===== src/rtl/score_cal_stream.sv =====
// score_cal_stream
//   Streaming score calculator. Each accepted sample holds a boundary point,
//   an inner ring and an outer ring. The block forms an outer/inner ratio
//   (numerator and denominator both biased so the denominator is never zero),
//   divides it with a bit-serial restoring divider to 8 fractional bits, then
//   scales the quotient by (1 + tanh/256) using a value read from an external
//   tanh LUT.
//
// Ports
//   clk        rising-edge clock
//   rst        asynchronous, active-low reset
//   point_val  packed samples: slot 0 boundary, slots 1..N_IN inner ring,
//              slots N_IN+1..N_IN+N_OUT outer ring (slot s at [WIDTH*s +: WIDTH])
//   in_valid   point_val holds a sample
//   in_ready   block can take a sample (high only while idle)
//   tanh_addr  LUT address, registered when a sample is accepted
//   tanh_q     LUT data, one cycle after tanh_addr; sampled once per sample
//   score      result, 8 fractional bits
//   out_valid  score/ovf hold a result
//   out_ready  downstream takes the result
//   ovf        result did not fit in OW bits
//   dbg_state  current FSM state (0 IDLE, 1 DIV, 2 MUL, 3 OUT)
//
// Handshake: a transfer happens on a rising edge where valid and ready are
// both high. A producer holding valid keeps its data stable until the
// transfer; ready may change freely and never depends on valid in the same
// cycle.
//
// Schedule (cycle k = the clock period following the k-th edge after the
// accepting edge): cycle 0 ring sums and tanh_addr registered; cycle 1 the
// divider is loaded; tanh_q is captured at the end of cycle 1 (visible from
// cycle 2) while QW division steps run through cycle QW+1... the multiply
// follows, and out_valid is high from cycle QW+2.
module score_cal_stream #(
  parameter int WIDTH  = 8,
  parameter int N_OUT  = 4,
  parameter int N_IN   = 4,
  parameter int OFFSET = 50,
  parameter int SAT    = 1,
  localparam int NMAX  = (N_OUT > N_IN) ? N_OUT : N_IN,
  localparam int SW    = WIDTH + $clog2(2 * NMAX + 2),
  localparam int QW    = SW + 8,
  localparam int OW    = WIDTH + 13
) (
  input  logic                           clk,
  input  logic                           rst,
  input  logic [WIDTH*(N_OUT+N_IN+1)-1:0] point_val,
  input  logic                           in_valid,
  output logic                           in_ready,
  output logic [7:0]                     tanh_addr,
  input  logic [9:0]                     tanh_q,
  output logic [OW-1:0]                  score,
  output logic                           out_valid,
  input  logic                           out_ready,
  output logic                           ovf,
  output logic [1:0]                     dbg_state
);

  localparam int CW = $clog2(QW + 1);

  typedef enum logic [1:0] {S_IDLE, S_DIV, S_MUL, S_OUT} state_t;

  state_t            state;
  logic [SW-1:0]     ring_o, ring_i;
  logic [WIDTH-1:0]  bnd_r, o_last_r, i_last_r;
  logic [SW-1:0]     den;
  logic [SW-1:0]     rem;
  logic [QW-1:0]     dvd;     // dividend bits shift out the top, quotient bits shift in
  logic [CW-1:0]     cnt;
  logic [9:0]        tq_cap;

  // Sample-side combinational terms (only used on the accepting edge).
  logic [SW-1:0]     sum_o, sum_i, outside, qsh, idx;
  logic [7:0]        addr_c;
  logic [WIDTH-1:0]  bnd_c, o_last_c, i_last_c;

  always_comb begin
    sum_o = '0;
    sum_i = '0;
    for (int k = 1; k < N_OUT; k++)
      sum_o = sum_o + SW'(point_val[WIDTH*(N_IN+k) +: WIDTH]);
    for (int k = 1; k < N_IN; k++)
      sum_i = sum_i + SW'(point_val[WIDTH*k +: WIDTH]);
    bnd_c    = point_val[0 +: WIDTH];
    o_last_c = point_val[WIDTH*(N_IN+N_OUT) +: WIDTH];
    i_last_c = point_val[WIDTH*N_IN +: WIDTH];
    outside  = sum_o + SW'(bnd_c);
    qsh      = outside >> 2;
    // Fold indices above OFFSET back down; equal to OFFSET stays as is.
    idx      = (qsh > SW'(OFFSET)) ? (qsh - SW'(OFFSET)) : qsh;
    addr_c   = 8'(idx);
  end

  // Ratio terms from the registered sums; +1 keeps den non-zero.
  logic [SW-1:0] num_c, den_c;
  always_comb begin
    num_c = (ring_o << 1) + SW'(o_last_r) + SW'(bnd_r) + SW'(1);
    den_c = (ring_i << 1) + SW'(i_last_r) + SW'(bnd_r) + SW'(1);
  end

  // One restoring-division step. rem < den always, so trial fits SW+1 bits.
  logic [SW:0]   trial, diff;
  logic          ge;
  logic [SW-1:0] rem_n;
  logic [QW-1:0] dvd_n;
  always_comb begin
    trial = {rem, dvd[QW-1]};
    diff  = trial - {1'b0, den};
    ge    = (trial >= {1'b0, den});
    rem_n = ge ? SW'(diff) : SW'(trial);
    dvd_n = {dvd[QW-2:0], ge};
  end

  // Scale: P = (Q * (tanh + 256)) >> 8 at full precision.
  logic [QW+10:0] prod;
  logic [QW+2:0]  p_full;
  logic           ovf_c;
  logic [OW-1:0]  score_c;
  always_comb begin
    prod    = (QW+11)'(dvd) * (QW+11)'({1'b0, tq_cap} + 11'd256);
    p_full  = (QW+3)'(prod >> 8);
    ovf_c   = ((p_full >> OW) != '0);
    score_c = (ovf_c && (SAT != 0)) ? {OW{1'b1}} : p_full[OW-1:0];
  end

  always_ff @(posedge clk or negedge rst) begin
    if (!rst) begin
      state     <= S_IDLE;
      in_ready  <= 1'b0;
      out_valid <= 1'b0;
      score     <= '0;
      ovf       <= 1'b0;
      tanh_addr <= '0;
      ring_o    <= '0;
      ring_i    <= '0;
      bnd_r     <= '0;
      o_last_r  <= '0;
      i_last_r  <= '0;
      den       <= '0;
      rem       <= '0;
      dvd       <= '0;
      cnt       <= '0;
      tq_cap    <= '0;
    end else begin
      case (state)
        S_IDLE: begin
          if (in_valid && in_ready) begin
            ring_o    <= sum_o;
            ring_i    <= sum_i;
            bnd_r     <= bnd_c;
            o_last_r  <= o_last_c;
            i_last_r  <= i_last_c;
            tanh_addr <= addr_c;
            cnt       <= '0;
            in_ready  <= 1'b0;
            state     <= S_DIV;
          end else begin
            in_ready  <= 1'b1;
          end
        end
        S_DIV: begin
          cnt <= cnt + CW'(1);
          if (cnt == '0) begin
            dvd <= {num_c, 8'd0};
            den <= den_c;
            rem <= '0;
          end else begin
            dvd <= dvd_n;
            rem <= rem_n;
            if (cnt == CW'(1))
              tq_cap <= tanh_q;
            if (cnt == CW'(QW))
              state <= S_MUL;
          end
        end
        S_MUL: begin
          score     <= score_c;
          ovf       <= ovf_c;
          out_valid <= 1'b1;
          state     <= S_OUT;
        end
        S_OUT: begin
          if (out_ready) begin
            out_valid <= 1'b0;
            in_ready  <= 1'b1;
            state     <= S_IDLE;
          end
        end
        default: state <= S_IDLE;
      endcase
    end
  end

  assign dbg_state = state;

endmodule


===== config.mk =====
export PLATFORM = sky130hd
export DESIGN_NAME = score_cal_stream
export DESIGN_NICKNAME = d
export VERILOG_FILES = /design/src/rtl/score_cal_stream.sv
export SDC_FILE = /design/constraint.sdc
export NUM_CORES = 1
export LEC_CHECK = 0
export CORE_AREA = 3 3 172 174
export DETAILED_ROUTE_END_ITERATION = 7
export DIE_AREA = 0 0 175 177
export PLACE_DENSITY_LB_ADDON = 0.1
export SYNTH_ARGS = -nofsm -noshare
export SYNTH_HDL_FRONTEND = slang
export SYNTH_SLANG_ARGS = --single-unit

===== constraint.sdc =====
create_clock -name clk -period 8.2 [get_ports clk]
set_input_delay 1.23 -clock clk [delete_from_list [all_inputs] [get_ports clk]]
set_output_delay 1.23 -clock clk [all_outputs]
set_load 0.01 [all_outputs]

==> out/summary.log <==
[status] result of the run completed
[final_layout] finished layout cell area 0.0175 mm2
[final_layout] Syn-to-layout area delta 13.3%
[logic_synthesis] Mapped Avg Cell Area 9.24 um2
[floorplanning] horizontal die dimension 175 um
[detailed_routing] post-detailed-route count of antenna-violating nets 0
[placement] number of port buffers 119
[worst_setup_path] type of origin of the critical path flop
[cts] Clk Tree Root Cell clkbuf_16
[grt] pin count of the biggest net entering global routing 80
[worst_setup_path] cells along the critical path ha_1 -> and2_1 -> fa_1 -> fa_1 -> fa_1 -> fa_1 -> inv_1 -> fa_1 -> inv_1 -> ha_1 -> a21oi_2 -> nand3_1 -> a211oi_1 -> a211oi_2 -> a41oi_2 -> mux2i_1 -> o221ai_4 -> o32a_1
[worst_setup_path] Largest stage delay, worst path 0.73 ns
[cts] Skew-Pair Late Insertion Delay 0.43 ns
[worst_setup_path] arrival time at the worst endpoint 7.42 ns
[logic_synthesis] number of warnings issued by yosys 0
[logic_synthesis] net count of the mapped netlist 2077
[flow_run] count of maximum capacitance violations 0
[final_layout] post-layout net count 2140
[detailed_routing] DRC Markers 0
[worst_setup_path] buffers plus inverters on the worst setup path 2
[grt] total routing resource utilization after global routing 24.2%
[final_layout] most frequent standard cell in the layout excluding fill and tap cells nand2_1
[logic_synthesis] main flop type after synthesis dfrtp_1
[cts] Bufs on Longest Clock Path 2
[logic_synthesis] summed instance area of the synthesized netlist 0.0154 mm2
[worst_setup_path] CP required 8.51 ns
[worst_setup_path] largest fanout on the critical path 22
[cts] Post-CTS Hold Buffers 0
[logic_synthesis] Synth area leader fa_1
[final_layout] count of antenna diodes in the layout 0
[sta] final-layout worst hold slack 0.478 ns
[floorplanning] FP Rows 61
[worst_setup_path] Worst Reg2Reg Path Length in Cells 18
[worst_setup_path] number of stages on the worst setup path 18
[logic_synthesis] flip-flop and latch count after synthesis 137
[sta] final critical delay including setup and external delays 7.11 ns
[sta] final critical-path share of the clock period 86.7%
[logic_synthesis] number of instances in the synthesized netlist 1670
[hold_path] worst hold path cell count 2
[grt] via count of the first global-routing pass 12.2k
[cts] TritonCTS clock tree yes
[final_layout] top library cells by usage in the layout, fill and taps aside nand2_1 (301), inv_1 (228), fa_1 (195)
[sta] worst relative slew slack 35.4%
[sta] # setup viols final 0
[placement] placed standard-cell area 0.0168 mm2
[floorplanning] starting density of the core 55.3%
[cts] number of CTS-inserted buffers 17
[grt] global-route congestion overflow total 0
[detailed_routing] Via density 5.48
[hold_path] Worst Hold Class reg -> reg
[cts] total number of clock tree sinks 137
[grt] initial antenna violation count 0
[cts] clock transition time at the flip-flop clock pins of the worst setup and hold paths 0.07 ns
[cts] buffers inserted by post-CTS timing repair 0
[floorplanning] I/O pin cnt 120
[logic_synthesis] number of enable-type register cells in the synthesized netlist 0
[worst_setup_path] Largest delay share family, worst path adder cells
[detailed_routing] mean routed wirelength per cell 16.7 um
[floorplanning] area of the die 0.0310 mm2
[floorplanning] core box area 0.0279 mm2
[worst_setup_path] type of the worst setup path reg -> reg
[cts] post-cts gate resize count 0
[logic_synthesis] sequential element share of the synthesized area 22.2%
[worst_setup_path] most used cell, CP fa_1
[detailed_routing] DRT iter0 DRCs 552
[sta] final-layout setup total negative slack 0 ns
[logic_synthesis] leading post-synthesis cells by cell area fa_1 (25%), dfrtp_1 (22%), ha_1 (10%), nand2_1 (7.3%), inv_1 (5.5%)
[worst_setup_path] worst reg-to-reg setup slack 1.09 ns
[placement] HPWL after detailed placement 26.7 mm
[grt] wire length of the first global-routing pass 60.5 mm
[sta] unrepaired setup endpoints after global routing false
[logic_synthesis] share of async-settable or async-resettable flops after synthesis 100%
[sta] Fmax achieved 141 MHz
[sta] number of slew-limit violations in the final report 0
[sta] Final Hold Violating Endpoints 0
[logic_synthesis] area share of the largest cell type after synthesis 25.3%
[sta] worst clock skew 0.0159 ns
[worst_setup_path] master of the slowest instance on the critical path dfrtp_1
[final_layout] fraction of layout instances using a drive strength above 1 5.04%
[floorplanning] vertical die dimension 177 um
[detailed_routing] total number of vias 11.6k
[logic_synthesis] count of distinct cell types in the synthesized netlist 83
[detailed_routing] number of search-and-repair iterations in the first detailed-routing pass 5
[worst_setup_path] type of destination of the critical path flop
[sta] Least-Margin Pin Slew 0.969 ns
[cts] H-tree depth reported by CTS 4
[detailed_routing] aggregate routed wire length 35.4 mm
[placement] GP Congestion 0.887
cells in the mapped netlist, types with 5 or more instances:
cell / count
nand2_1: 302
inv_1: 228
fa_1: 195
dfrtp_1: 137
ha_1: 126
and2_1: 78
clkbuf_1: 72
o21ai_0: 64
a21oi_1: 54
nor2_1: 43
xnor2_1: 36
xor2_1: 25
a21o_1: 20
o22a_1: 20
nand3_1: 18
nor2b_1: 18
nor3_1: 18
o2bb2ai_1: 17
mux2_2: 13
a211oi_1: 11
a31oi_1: 11
o211ai_1: 10
o21bai_1: 10
mux2i_1: 9
nand2b_1: 9
nand4_1: 9
o21a_1: 9
and3_1: 8
o21ai_1: 7
or3_1: 5
per-layer routing:
layer	vias to the layer above	part of all wire (%)	GRT usage, %
met1	5734	44	32.0
met5	-	0	0
met3	60	4.6	3.22
li1	5537	-	-
met2	298	49	41.1
met4	0	3.0	8.51
registers in the layout, indices dropped and copies added (netlist names), 10 cells and up:
signal	count
tq_cap	10
ring_o	10
ring_i	10
dvd	20
rem	12
score	21
den	12
final timing paths:
path | to | from
max in group asynchronous | den[0]$_DFFE_PN0P_ | rst
worst min-delay path | den[5]$_DFFE_PN0P_ | den[5]$_DFFE_PN0P_
worst min register to register | den[5]$_DFFE_PN0P_ | den[5]$_DFFE_PN0P_
worst max register to register | score[17]$_DFFE_PN0P_ | tq_cap[8]$_DFFE_PN0P_
worst max-delay path | score[17]$_DFFE_PN0P_ | tq_cap[8]$_DFFE_PN0P_
min in group asynchronous | tq_cap[0]$_DFFE_PN0P_ | rst
through the flow:
stage	worst slack (ns)	cells	util, %
finish	1.09	2124	62.6
global route	0.647	2124	62.6
CTS	1.09	2124	62.6
detailed placement	1.11	2092	60.2
global placement	1.28	2092	60.2
floorplan	2.27	1670	-
layout make-up:
type                            count  area, um2
Clock buffer                       17        425
Multi-Input combinational cell   1225      10800
Clock inverter                     15        246
Inverter                          228        856
Sequential cell                   137       3430
Fill cell                        2387      10400
Tap cell                          378        473
Timing Repair Buffer              124       1230
cells by family after synthesis:
kind of cell	share of synthesized area [%]
AO/OA/AOI/OAI	12.7
XOR/XNOR	3.64
adder cells (fa/ha/maj)	35.5
buffers and inverters	7.61
flip-flops	22.2
multiplexers	1.61
AND/OR/NAND/NOR	16.7
worst reg2reg max path, stage by stage (launching register included):
cell and delay (ns):
dfrtp_1 0.73, ha_1 0.69, and2_1 0.25, fa_1 0.43, fa_1 0.53, fa_1 0.52, fa_1 0.54, inv_1 0.05
fa_1 0.55, inv_1 0.06, ha_1 0.36, a21oi_2 0.30, nand3_1 0.14, a211oi_1 0.32, a211oi_2 0.09, a41oi_2 0.37
mux2i_1 0.33, o221ai_4 0.31, o32a_1 0.43
Power is not shown: default switching activity piles up to over one toggle a cycle in this logic, so the estimate is an artifact.
